==> src/rtl/nibble_bus_responder.sv <==
// nibble_bus_responder
//   Responder on the CPU nibble bus. It decodes one 256-nibble page selected by
//   BASE_PAGE and serves:
//     00-1F scratch RAM, 20 CTRL, 21 STATUS, 22/23 RELOAD, 24/25 COUNT,
//     30/31 GPIO_OUT, 32/33 GPIO_IN (synchronized).
//   Ports:
//     clk, rst_n       clock, synchronous active-low reset
//     bus_addr         12-bit CPU address ([11:8] page, [7:0] offset)
//     bus_data_rw      1 = CPU write, 0 = CPU read
//     bus_data_in      write data from CPU
//     bus_data_out     registered read data (one cycle after the address)
//     bus_data_oe      high while bus_data_out carries read data
//     gpio_in          asynchronous external inputs
//     gpio_out         GPIO output register
//     irq              timer overflow interrupt (level)
module nibble_bus_responder #(
  parameter logic [3:0] BASE_PAGE = 4'hF
) (
  input  logic        clk,
  input  logic        rst_n,
  input  logic [11:0] bus_addr,
  input  logic        bus_data_rw,
  input  logic [3:0]  bus_data_in,
  output logic [3:0]  bus_data_out,
  output logic        bus_data_oe,
  input  logic [7:0]  gpio_in,
  output logic [7:0]  gpio_out,
  output logic        irq
);

  logic [3:0] ram_q [32];
  logic [3:0] ram_d [32];
  logic       en_q, en_d, auto_q, auto_d, irq_en_q, irq_en_d;
  logic       ovf_q, ovf_d;
  logic [7:0] reload_q, reload_d;
  logic [7:0] count_q, count_d;
  logic [3:0] shadow_q, shadow_d;
  logic [7:0] gpio_out_q, gpio_out_d;
  logic [7:0] sync1_q, sync2_q;
  logic [3:0] rd_data_q, rd_data_d;
  logic       rd_oe_q, rd_oe_d;

  logic       sel, wr, rd, count_wr, tick;
  logic [7:0] off;
  logic [3:0] rd_nib;

  always_comb begin
    sel = (bus_addr[11:8] == BASE_PAGE);
    off = bus_addr[7:0];
    wr  = sel && bus_data_rw;
    rd  = sel && !bus_data_rw;

    ram_d      = ram_q;
    en_d       = en_q;
    auto_d     = auto_q;
    irq_en_d   = irq_en_q;
    ovf_d      = ovf_q;
    reload_d   = reload_q;
    count_d    = count_q;
    shadow_d   = shadow_q;
    gpio_out_d = gpio_out_q;

    count_wr = wr && ((off == 8'h24) || (off == 8'h25));

    // Bus writes first; timer effects below override where they collide.
    if (wr) begin
      if (off[7:5] == 3'b000) ram_d[off[4:0]] = bus_data_in;
      case (off)
        8'h20: begin
          en_d     = bus_data_in[0];
          auto_d   = bus_data_in[1];
          irq_en_d = bus_data_in[2];
        end
        8'h21: if (bus_data_in[0]) ovf_d = 1'b0;
        8'h22: reload_d[3:0]   = bus_data_in;
        8'h23: reload_d[7:4]   = bus_data_in;
        8'h24: count_d[3:0]    = bus_data_in;
        8'h25: count_d[7:4]    = bus_data_in;
        8'h30: gpio_out_d[3:0] = bus_data_in;
        8'h31: gpio_out_d[7:4] = bus_data_in;
        default: ;
      endcase
    end

    // A COUNT write suppresses the tick so the written nibble is kept as-is.
    tick = en_q && !count_wr;
    if (tick) begin
      if (count_q == 8'hFF) begin
        // Overflow set wins over a same-cycle W1C, and the one-shot stop
        // wins over a same-cycle CTRL write.
        ovf_d = 1'b1;
        if (auto_q) begin
          count_d = reload_q;
        end else begin
          count_d = 8'h00;
          en_d    = 1'b0;
        end
      end else begin
        count_d = count_q + 8'd1;
      end
    end

    case (off)
      8'h20:   rd_nib = {1'b0, irq_en_q, auto_q, en_q};
      8'h21:   rd_nib = {3'b000, ovf_q};
      8'h22:   rd_nib = reload_q[3:0];
      8'h23:   rd_nib = reload_q[7:4];
      8'h24:   rd_nib = count_q[3:0];
      8'h25:   rd_nib = shadow_q;
      8'h30:   rd_nib = gpio_out_q[3:0];
      8'h31:   rd_nib = gpio_out_q[7:4];
      8'h32:   rd_nib = sync2_q[3:0];
      8'h33:   rd_nib = sync2_q[7:4];
      default: rd_nib = (off[7:5] == 3'b000) ? ram_q[off[4:0]] : 4'h0;
    endcase

    // Reading the low count nibble freezes the high nibble for a coherent pair.
    if (rd && (off == 8'h24)) shadow_d = count_q[7:4];

    rd_data_d = rd ? rd_nib : 4'h0;
    rd_oe_d   = rd;
  end

  always_ff @(posedge clk) begin
    if (!rst_n) begin
      ram_q      <= '{default: 4'h0};
      en_q       <= 1'b0;
      auto_q     <= 1'b0;
      irq_en_q   <= 1'b0;
      ovf_q      <= 1'b0;
      reload_q   <= 8'h00;
      count_q    <= 8'h00;
      shadow_q   <= 4'h0;
      gpio_out_q <= 8'h00;
      sync1_q    <= 8'h00;
      sync2_q    <= 8'h00;
      rd_data_q  <= 4'h0;
      rd_oe_q    <= 1'b0;
    end else begin
      ram_q      <= ram_d;
      en_q       <= en_d;
      auto_q     <= auto_d;
      irq_en_q   <= irq_en_d;
      ovf_q      <= ovf_d;
      reload_q   <= reload_d;
      count_q    <= count_d;
      shadow_q   <= shadow_d;
      gpio_out_q <= gpio_out_d;
      sync1_q    <= gpio_in;
      sync2_q    <= sync1_q;
      rd_data_q  <= rd_data_d;
      rd_oe_q    <= rd_oe_d;
    end
  end

  assign bus_data_out = rd_data_q;
  assign bus_data_oe  = rd_oe_q;
  assign gpio_out     = gpio_out_q;
  assign irq          = ovf_q & irq_en_q;

endmodule

==> config.mk <==
export PLATFORM = sky130hd
export DESIGN_NAME = nibble_bus_responder
export DESIGN_NICKNAME = d
export VERILOG_FILES = /design/src/rtl/nibble_bus_responder.sv
export SDC_FILE = /design/constraint.sdc
export NUM_CORES = 1
export LEC_CHECK = 0
export ABC_AREA = 0
export CAP_MARGIN = 30
export CORE_ASPECT_RATIO = 0.6
export CORE_UTILIZATION = 60
export CTS_BUF_LIST = sky130_fd_sc_hd__clkbuf_8
export CTS_CLUSTER_SIZE = 30
export DETAILED_ROUTE_END_ITERATION = 12
export PLACE_DENSITY_LB_ADDON = 0.15
export SETUP_SLACK_MARGIN = 0.1
export SYNTH_ARGS = -nofsm -noshare
export SYNTH_HDL_FRONTEND = slang
export SYNTH_SLANG_ARGS = --single-unit
==> constraint.sdc <==
create_clock -name clk -period 2.7 [get_ports clk]
set_input_delay 0.27 -clock clk [delete_from_list [all_inputs] [get_ports clk]]
set_output_delay 0.27 -clock clk [all_outputs]
set_load 0.01 [all_outputs]
==> results by stage <==
STA:
- The number of endpoints with negative hold slack in the final report is 0.
- The measured slew at the worst slew-check pin is roughly 850 ps.
- Adding up every negative setup slack in the final design gives 0 ps.
- The worst setup margin is roughly 610 ps.
- The final worst-path cycle share is roughly 77%.
- The total count of max-transition violations in the final report is 0.
- The final-report setup violation count is 0.
- The shortest period the worst path allows is between 2000 and 2500 ps.
- Across the routed clock network, the largest skew measured is 12.9 ps.
- Setup repair after global routing left no endpoint under its margin.
- Based on the critical path, the design can be clocked at up to approximately 480 MHz.
- The normalized max-slew margin is ~43%.

Clocking:
- The number of CTS-inserted buffers is 17.
- The clock sink count is ~180.
- The clock transition at the register clock pins on the worst setup and hold paths after CTS is roughly 90 ps.
- At the later pin of the worst-skew pair, clock insertion delay measures 450 ps.
- Counting along the longest clock path gives a buffer depth of 2.
- Gates resized during post-CTS repair numbered 0.
- Hold repair after CTS inserted 0 buffers.
- After clock tree synthesis, the setup repair step added 0 buffers.
- The depth of the CTS H-tree is 4.
- The clock tree from TritonCTS is built.
- Clock tree synthesis selected as its root buffer the cell clkbuf_8.

Logic synthesis:
- For this run, the number of Yosys warnings is 0.
- The most instantiated flip-flop cell in the synthesis netlist is dfxtp_1.
- The synthesized instance count is 846.
- Of all cell types, the one taking the most synthesized area is dfxtp_1.
- The sequential share of the synthesized area is a little over two fifths.
- The register bit count reported by yosys is ~180.
- The synthesized netlist occupies a cell area of about 0.0086 mm2.
- The synthesized area divided by synthesized cell count is around 10 um2.
- The number of different library cells in the post-synthesis netlist is 57.
- The total nets after synthesis is about 870.
- Counting flops with a built-in enable in the synthesized netlist gives 0.
- The fraction of post-synthesis cell area in the top cell type by area is a little over two fifths.
- After synthesis, the cell types taking the most area are dfxtp_1 (42%), mux2i_1 (16%), mux4_2 (9.2%), nor2_1 (6.6%), nor3_4 (2.5%).
- The async set or reset register ratio after synthesis is 0%.

Power and ir drop:
- In this run, flip-flops and latches consume 54.2% of the power.
- In this run the power spent charging and discharging nets is about 0.0012 W.
- The total leakage power is 3.65 nW.
- The overall power consumption is between 0.004 and 0.005 W.
- The share of total power dissipated in combinational logic is under 10%.
- IR analysis of the VDD net gives a maximum drop of 0.335 mV.
- The clock share of power is roughly two fifths.
- Net switching is around a quarter of the power.
- Dividing total power by cell area gives a power density of 512 mW/mm2.
- The internal power summed over all cells is 0.00373 W.

Cells and area:
- The post-synthesis to final-layout area growth is 13.0%.
- For this run, the number of standard cells in the final layout without fillers is 1,092.
- In the final design database the tool counted just over 900 nets.
- The area occupied by registers is 0.00362 mm2.
- The footprint of the multi-input gates is 0.00458 mm2.
- Counting the fill cells in the layout gives 1,040.
- 0 antenna diodes ended up in the layout.
- Cells with a size suffix above 1 make up 16.9% of the layout.
- The design area is around 0.0097 mm2.

Placement:
- The detailed-placement wirelength estimate is approximately 16,000 um.
- The total cell area at the placement stage is 0.00926 mm2.
- The worst-case setup slack after placement is approximately 220 ps.
- The number of port buffers is 40.
- The congestion estimate from routability-driven global placement came to 0.962.
- The instance count after placement with tap cells included is around 1,100.

Setup path:
- On the critical path, the stage with the largest delay is an instance of or4b_4.
- The top fanout value on the critical path is 6.
- Walking the worst path, the cells encountered are clkdlybuf4s50_1 -> or4b_4 -> nor3_4 -> nand4_1 -> mux2i_1 -> nor2_1.
- The largest stage delay on the critical path is roughly 650 ps.
- The worst setup path is launched from an input port.
- The critical path launch point is bus_addr[7].
- The category of the worst setup path capture point is a register.
- The critical path is of the in -> reg type.
- STA puts the critical path data required time at between 3000 and 4000 ps.
- The beginning of the worst register-to-register path is count_q[1].
- The worst path arrival time is between 2000 and 2500 ps.

Floorplan:
- For this design the top-level I/O count stands at between 40 and 50.
- The effective utilization at floorplan is approximately 62%.
- The floorplan step set the die height to approximately 94 um.
- The core area is roughly 0.014 mm2.
- After floorplanning, the core was divided into 33 placement rows.
- The die covers between 0.01 and 0.015 mm2.
- The die outline width is about 160 um.

Detailed routing:
- Using the TritonRoute via totals, the vias-per-cell ratio works out to roughly 6.3.
- The routed layout has 6,825 vias.
- The remaining design rule violation count is 0.
- The average routed wire per standard cell is about 21 um.
- The number of nets with antenna violations after detailed routing is 0.
- The detailed router finished its first iteration with between 600 and 700 violations.
- Summed over all layers, the routed wires come to about 22,000 um.
- Before antenna repair, the detailed router went through 5 iterations.

Global routing:
- Entering global routing, the biggest net connects between 50 and 60 pins.
- The leftover overflow at the end of global routing is 0.
- For this run, the total global-route usage over all layers was measured as a little under a third.
- The number of antenna violations at the first check in global routing came to 0.
- The first-pass GRT wire length is around 35,000 um.
- The number of global-route vias before repair was around 6,400.

Min path:
- The startpoint of the tightest hold check path is gpio_in[2].
- The worst hold path belongs to the class in -> reg.

Outcome:
- The flow ran to the end, and the final reports show no timing, DRC or antenna violations.

Run:
- Across the run, the number of max-cap violations was 0.
layout by cell type (no fill, tap or decap), types with 3 or more instances in the layout:
| cell | Yosys | final |
|---|---|---|
| dfxtp_1 | 181 | 181 |
| nor2_1 | 150 | 150 |
| mux2i_1 | 139 | 139 |
| buf_4 | 6 | 48 |
| nand2_1 | 45 | 45 |
| clkdlybuf4s50_1 | 0 | 37 |
| mux4_2 | 35 | 35 |
| o21ai_0 | 25 | 25 |
| a21oi_1 | 25 | 25 |
| nand3_1 | 25 | 25 |
| and2_1 | 17 | 17 |
| clkbuf_8 | 0 | 17 |
| nor3_4 | 13 | 13 |
| nand4_1 | 9 | 9 |
| inv_1 | 8 | 9 |
| nor2b_1 | 8 | 8 |
| o22ai_1 | 8 | 8 |
| nand2b_1 | 7 | 7 |
| nor3_2 | 7 | 7 |
| a311oi_1 | 7 | 7 |
| a211oi_1 | 7 | 7 |
| nor3_1 | 6 | 6 |
| nor4_4 | 5 | 5 |
| and3_1 | 5 | 5 |
| a31oi_1 | 4 | 4 |
| a32o_1 | 4 | 4 |
| clkinvlp_4 | 0 | 4 |
| or3_1 | 3 | 3 |
| bufinv_16 | 0 | 3 |
| inv_6 | 0 | 3 |
| buf_2 | 14 | 3 |
state kept, by name, indices dropped and copies added (netlist names), 4 cells and up:
name / flops
reload_q: 8
sync2_q: 8
ram_q: 128
sync1_q: 8
bus_data_out: 4
shadow_q: 4
count_q: 8
gpio_out: 8
per-stage QoR:
stage | utilization (%) | hold WS [ps]
finish | 70.1 | 390
global route | 70.1 | 370
CTS | 70.1 | 376
detailed placement | 67.1 | 421
global placement | 67.1 | 419
floorplan | - | 397
final timing paths:
check	to	slack, ps	depth (start not counted)
min	sync1_q[2]	390	2
min reg2reg	sync2_q[2]	440	1
max reg2reg	count_q[3]	810	7
max	reload_q[6]	610	6
routing by layer:
| layer | share of wire, % | vias to the layer above | global-route usage (%) | routed length (um) |
|---|---|---|---|---|
| met5 | 0 | - | 0 | 0 |
| met4 | 1.7 | 0 | 9.64 | 378 |
| met3 | 9.8 | 39 | 8.21 | 2210 |
| met2 | 42 | 338 | 46.1 | 9420 |
| met1 | 46 | 3342 | 46.9 | 10400 |
| li1 | - | 3106 | - | - |
critical path: cells and delay by family:
| kind | cells | cell delay [ps] |
|---|---|---|
| AND/OR/NAND/NOR | 4 | 1360 |
| multiplexers | 1 | 260 |
| buffers and inverters | 1 | 520 |
logic make-up (layout without fill, tap and decap cells):
kind of cell             count (synthesis)  in the layout  share of synthesized area, %
flip-flops                             181            181                          42.4
multiplexers                           176            176                          25.9
buffers and inverters                   76            130                          4.15
adder cells (fa/ha/maj)                  1              1                         0.146
AO/OA/AOI/OAI                           96             96                          7.15
AND/OR/NAND/NOR                        314            314                          20.1
XOR/XNOR                                 2              2                         0.205
cell usage after synthesis (2+ instances only):
library cell	number
dfxtp_1	181
nor2_1	150
mux2i_1	139
nand2_1	45
clkbuf_1	40
mux4_2	35
a21oi_1	25
nand3_1	25
o21ai_0	25
and2_1	17
buf_2	14
nor3_4	13
nand4_1	9
inv_1	8
nor2b_1	8
o22ai_1	8
a211oi_1	7
a311oi_1	7
nand2b_1	7
nor3_2	7
buf_4	6
nor3_1	6
and3_1	5
nor4_4	5
a31oi_1	4
a32o_1	4
buf_1	4
buf_6	4
or3_1	3
a221oi_1	2
a22oi_1	2
and4_1	2
nor4_1	2
o211ai_1	2
o2bb2ai_1	2
or2_2	2
area by class of cell:
class,count,area share (%)
Inverter,8,0.336
Sequential cell,181,37.5
Timing Repair Buffer,90,8.13
Clock buffer,17,2.42
Tap cell,192,2.48
Multi-Input combinational cell,589,47.3
Clock inverter,15,1.85
power by group through the flow:
| stage | clock, W | combinational, W | sequential, W |
|---|---|---|---|
| after global routing | 0.00205 | 0.000373 | 0.00268 |
| after global placement | 0 | 0.000345 | 0.00274 |
| after floorplan | 0 | 0.000212 | 0.00274 |
| after detailed placement | 0 | 0.000348 | 0.00274 |
| final | 0.00191 | 0.000354 | 0.00268 |
| after CTS | 0.00193 | 0.000350 | 0.00268 |
No activity file was read; power rests on OpenSTA's default activity.
